--- config.mk ---
export PLATFORM = sky130hd
export DESIGN_NAME = cast_arbiter
export DESIGN_NICKNAME = d
export VERILOG_FILES = /design/src/rtl/cast_arbiter_pkg.sv /design/src/rtl/cast_unit.sv /design/src/rtl/cast_arbiter.sv
export SDC_FILE = /design/constraint.sdc
export NUM_CORES = 1
export LEC_CHECK = 0
export BUFFER_PORTS_ARGS = -buffer_cell sky130_fd_sc_hd__buf_2
export CAP_MARGIN = 25
export CORE_AREA = 8 8 45 47
export CTS_CLUSTER_SIZE = 8
export DETAILED_ROUTE_END_ITERATION = 16
export DIE_AREA = 0 0 53 55
export PLACE_DENSITY = 0.68
export SETUP_SLACK_MARGIN = 0.05
export SYNTH_ARGS = -nofsm -noshare
export SYNTH_HDL_FRONTEND = slang
export SYNTH_SLANG_ARGS = --single-unit
--- constraint.sdc ---
create_clock -name i_clk -period 1.3 [get_ports i_clk]
set_input_delay 0.26 -clock i_clk [delete_from_list [all_inputs] [get_ports i_clk]]
set_output_delay 0.26 -clock i_clk [all_outputs]
set_load 0.02 [all_outputs]
--- src/rtl/cast_arbiter_pkg.sv ---
// Purpose : shared types for the cast arbiter (cast kind, output-register FSM state).
// Latency : n/a (types only).
// Backpr. : n/a (types only).
package cast_arbiter_pkg;

    typedef enum logic {
        CAST_ZERO = 1'b0,
        CAST_SIGN = 1'b1
    } cast_kind_t;

    typedef enum logic {
        EMPTY = 1'b0,
        FULL  = 1'b1
    } state_t;

endpackage

--- src/rtl/cast_unit.sv ---
// Purpose : combinational resize of one value from IN_WIDTH to OUT_WIDTH bits.
// Latency : 0 cycles (pure combinational).
// Backpr. : none; the result follows the inputs.
//
// Ports: data (IN_WIDTH value), kind (zero/sign), result (OUT_WIDTH value).
// Widening zero- or sign-extends according to kind. Narrowing truncates and
// ignores kind, unless CAST_ARBITER_SATURATE_EN is defined, in which case the
// value clamps to the unsigned (CAST_ZERO) or signed (CAST_SIGN) output range.
module cast_unit
    import cast_arbiter_pkg::*;
#(
    parameter int IN_WIDTH  = 8,
    parameter int OUT_WIDTH = 4
) (
    input  logic [IN_WIDTH-1:0]  data,
    input  cast_kind_t           kind,
    output logic [OUT_WIDTH-1:0] result
);

    generate
        if (OUT_WIDTH == IN_WIDTH) begin : g_same
            logic unused_kind;
            assign unused_kind = kind;
            assign result      = data;
        end else if (OUT_WIDTH > IN_WIDTH) begin : g_widen
            logic fill;
            assign fill   = (kind == CAST_SIGN) & data[IN_WIDTH-1];
            assign result = {{(OUT_WIDTH-IN_WIDTH){fill}}, data};
        end else begin : g_narrow
`ifdef CAST_ARBITER_SATURATE_EN
            logic [OUT_WIDTH-1:0] s_min;
            logic [OUT_WIDTH-1:0] s_max;
            always_comb begin
                s_min                = '0;
                s_min[OUT_WIDTH-1]   = 1'b1;
                s_max                = ~s_min;
                result               = data[OUT_WIDTH-1:0];
                if (kind == CAST_SIGN) begin
                    // Fits the signed output range only when every bit from the
                    // input sign down to the output sign position agrees.
                    if (!(&data[IN_WIDTH-1:OUT_WIDTH-1]) && (|data[IN_WIDTH-1:OUT_WIDTH-1])) begin
                        result = data[IN_WIDTH-1] ? s_min : s_max;
                    end
                end else if (|data[IN_WIDTH-1:OUT_WIDTH]) begin
                    result = '1;
                end
            end
`else
            logic unused_narrow;
            assign unused_narrow = ^{kind, data[IN_WIDTH-1:OUT_WIDTH]};
            assign result        = data[OUT_WIDTH-1:0];
`endif
        end
    endgenerate

endmodule

--- src/rtl/cast_arbiter.sv ---
// Purpose : round-robin arbiter sharing one width-cast unit among N_REQ requesters.
// Latency : 1 cycle from accept (o_req_ready) to o_valid with the cast result.
// Backpr. : while the output register is full and i_ready is low, no request is accepted.
//
// Ports: i_clk, i_rst_n (sync, active-low); i_req_valid/i_req_data/i_req_kind per
// requester with o_req_ready (one-hot or zero); o_valid/o_data/o_src/i_ready to consumer.
// Optional feature: CAST_ARBITER_SATURATE_EN (clamp instead of truncate on narrowing).
module cast_arbiter
    import cast_arbiter_pkg::*;
#(
    parameter  int N_REQ     = 2,
    parameter  int IN_WIDTH  = 8,
    parameter  int OUT_WIDTH = 4,
    localparam int SRC_W     = $clog2(N_REQ)
) (
    input  logic                               i_clk,
    input  logic                               i_rst_n,
    input  logic       [N_REQ-1:0]             i_req_valid,
    input  logic       [N_REQ-1:0][IN_WIDTH-1:0] i_req_data,
    input  cast_kind_t [N_REQ-1:0]             i_req_kind,
    output logic       [N_REQ-1:0]             o_req_ready,
    output logic                               o_valid,
    output logic       [OUT_WIDTH-1:0]         o_data,
    output logic       [SRC_W-1:0]             o_src,
    input  logic                               i_ready
);

    state_t               state;
    state_t               state_nxt;
    logic [SRC_W-1:0]     rr_ptr;
    logic [SRC_W-1:0]     grant;
    logic                 load;
    logic [IN_WIDTH-1:0]  sel_data;
    cast_kind_t           sel_kind;
    logic [OUT_WIDTH-1:0] cast_res;

    // A new request can enter when the register is empty or is being drained
    // this same cycle; reset blocks acceptance so nothing leaks through it.
    assign load = (|i_req_valid) && (state == EMPTY || i_ready) && i_rst_n;

    // First valid requester at or after rr_ptr, wrapping at N_REQ-1.
    always_comb begin
        int  scan_idx;
        logic found;
        grant    = rr_ptr;
        found    = 1'b0;
        scan_idx = 0;
        for (int i = 0; i < N_REQ; i++) begin
            scan_idx = (int'(rr_ptr) + i) % N_REQ;
            if (!found && i_req_valid[SRC_W'(scan_idx)]) begin
                grant = SRC_W'(scan_idx);
                found = 1'b1;
            end
        end
    end

    always_comb begin
        o_req_ready = '0;
        if (load) begin
            o_req_ready[grant] = 1'b1;
        end
    end

    assign sel_data = i_req_data[grant];
    assign sel_kind = i_req_kind[grant];

    cast_unit #(
        .IN_WIDTH  (IN_WIDTH),
        .OUT_WIDTH (OUT_WIDTH)
    ) u_cast (
        .data   (sel_data),
        .kind   (sel_kind),
        .result (cast_res)
    );

    always_ff @(posedge i_clk) begin
        if (!i_rst_n) begin
            state <= EMPTY;
        end else begin
            state <= state_nxt;
        end
    end

    always_comb begin
        state_nxt = state;
        case (state)
            EMPTY: if (load) state_nxt = FULL;
            FULL: begin
                if (load) begin
                    state_nxt = FULL;
                end else if (i_ready) begin
                    state_nxt = EMPTY;
                end
            end
            default: state_nxt = EMPTY;
        endcase
    end

    // Output register and priority pointer only move on an accepted request;
    // a plain drain leaves o_data/o_src holding the last result.
    always_ff @(posedge i_clk) begin
        if (!i_rst_n) begin
            o_data <= '0;
            o_src  <= '0;
            rr_ptr <= '0;
        end else if (load) begin
            o_data <= cast_res;
            o_src  <= grant;
            rr_ptr <= (grant == SRC_W'(N_REQ - 1)) ? '0 : grant + SRC_W'(1);
        end
    end

    assign o_valid = (state == FULL);

endmodule

==> results.toml <==
[outcome]
status = "finished with violations"
violations = "setup timing"

[yosys]
ys_ff_latch = 7
yosysSeqAreaShare_pct = 43.9
yosys_warnings = 0
synth_simple_gate_area_share_pct = 7.84
ys_types = 15
synth_top_family_by_area = "compound AO/OA/AOI/OAI gates"
synth.top_cell.area_share_pct = 43.9
synth_top_area_cell = "dfxtp_1"
synth.area.top_cells = "dfxtp_1, mux2i_1, o211ai_1"
synth_xor_area_share_pct = 0
syn_area_um2 = 319
synthMuxAreaShare_pct = 15.7
syn_nets = 54
synth-compound-area-share_pct = 23.9
yosys.area_share.adder_pct = 0
syn_area_per_cell_um2 = 10.3
synthCells = 31

[timing]
rsz0062_at_grt = "true"
hold_viol_final = 0
min_period_ns = 1.40
setup_ws_ns = -0.101
slew_violations = 0
fin_tns_setup_ns = -0.103
worst_pin_slew_ns = 0.280
fin_skew_ns = 0.000993
clock.fmax_mhz = 714
whs_ns = 0.245
max_slew_margin_pct = 81.3
setup_violations = 2
post-route-period-util_pct = 108

[drt]
postRouteAntennaNets = 0
dr_wl_met2_um = 447
wire_per_inst_um = 12.1
met3WireLength_um = 61
viasPerCell = 4.51
wirelength_um = 883
wl_met1_um = 352
drtIter0Drc = 8
highest_layer = "met4"
drcViolationCount = 0
dr_total_vias = 329
first_pass_iters = 4

[layout]
finalNetCount = 81
area_growth_pct = 58.4
antenna_cells = 0
design_area_um2 = 505
drive_gt1_share_pct = 59.6

[die]
fp.dieW_um = 53
std_cell_rows = 14
die_height_um = 55
fp.dieArea_mm2 = 0.00292
ios = 31
core-area_mm2 = 0.00138
start_util_pct = 23.1

[setup_path]
critical_path.endpoint_type = "primary output"
timing.rr.start = "o_valid"
ff2ff_setup_slack_ns = 0.15
reg2reg_to = "o_src"
r2r_cells = 4
worstSetupPathType = "reg -> out"
crit_path_start_kind = "flip-flop"
arrival_ns = 1.14
critical_path_required_ns = 1.04
critPathMaxFanout = 4

[placed_design]
dp_hpwl_um = 716
io_buffers = 20
gp_congestion = 0.742
post_dp_cell_area_um2 = 449

[clocking]
clk_path_buf_depth = 2
clkSinkCount = 7
clk_pin_slew_ns = 0.05
cts_buffers = 3
cts_tree = "done"
cts_max_level = 1
clk_latency_ns = 0.25
cts_root_buf = "clkbuf_4"

[pwr]
total_power_mw = 0.630
power_density_mw_per_mm2 = 1250
leakage_nw = 0.241
irDropWorstVdd_v = 0.000504

[global_route]
grt_overflow_total = 0
grt_max_degree = 7
grt_pass1_wl_mm = 1.43
grt_pass1_vias = 355
antenna_found_initial = 0
grt.total_usage_pct = 6.90

[hold_path]
min_to = "o_valid"
worstHoldPathCells = 2
hp-class = "in -> reg"
min_from = "i_req_valid[0]"

[job]
drv_cap = 0
-- stage by stage --
| stage | std cells | worst slack, ns | util [%] |
|---|---|---|---|
| global placement | 68 | 0.0361 | 32.5 |
| CTS | 73 | -0.136 | 36.5 |
| floorplan | 31 | -0.0825 | - |
| detailed placement | 68 | 0.0297 | 32.5 |
| global route | 73 | -0.171 | 36.5 |
| finish | 73 | -0.101 | 36.5 |
-- synth_stat cells --
cell	n
o21ai_1	1
o21ai_2	1
nor2b_1	1
dfxtp_1	7
buf_2	1
o211ai_1	4
or2_1	1
o31a_1	1
nand2_1	1
nor2_1	1
mux2i_1	5
a31o_1	1
nor3_1	1
buf_6	2
o21ai_0	3
-- per-layer routing --
metal | vias up | GRT usage, %
met5 | - | 0
met4 | 0 | 5.17
met2 | 10 | 10.7
li1 | 165 | -
met1 | 151 | 6.56
met3 | 3 | 4.28
-- registers in the layout, summed over array words and instances, names as in the netlist --
signal	count
o_data	4
o_src	1
o_valid	1
rr_ptr	1
-- final cells by class --
type                    count  area (um^2)
fillers                   144          878
multi-input cells          21          169
repair buffers             25          146
flip-flops and latches      7          144
clock buffers               4         26.3
well taps                  16         20.0
-- worst max-delay path, cell delays in order (launching register included) --
cell     delay, ns
dfxtp_1       0.31
nor2b_4       0.13
or2_1         0.23
nor2_2        0.10
buf_6         0.12
-- power by group --
group | switching, mW | internal, mW
sequential | 0.0150 | 0.241
combinational | 0.0856 | 0.0827
clock | 0.0883 | 0.118
-- layout by cell type (no fill, tap or decap), types with 3 or more instances in the layout --
cell / n
o21ai_0: 3
dfxtp_1: 6
buf_2: 18
mux2i_1: 5
buf_4: 6
clkbuf_4: 3
o211ai_1: 4
-- cells by family after synthesis --
| family | count (synthesis) |
|---|---|
| DFF | 7 |
| and+or+nand+nor | 5 |
| buffers and inverters | 3 |
| AOI/OAI and AO/OA | 11 |
| muxes | 5 |
-- worst max path at each step --
stage | cells past startpoint | slack (ns) | from | endpoint
2_1_floorplan | 4 | -0.08 | o_valid | o_req_ready[0]
3_3_place_gp | 5 | 0.04 | i_ready | o_req_ready[0]
3_5_place_dp | 5 | 0.03 | i_req_valid[1] | o_req_ready[0]
4_1_cts | 4 | -0.14 | o_valid | o_req_ready[0]
5_1_grt | 4 | -0.17 | o_valid | o_req_ready[0]
6_report | 4 | -0.10 | o_valid | o_req_ready[0]
-- what timing repair did --
item,in CTS,in global routing
setup endpoints to repair,2,2
hold buffers,0,0
setup buffers,1,0
gates resized for setup,8,0
pin swaps,3,1
No activity file was read; power rests on OpenSTA's default activity.
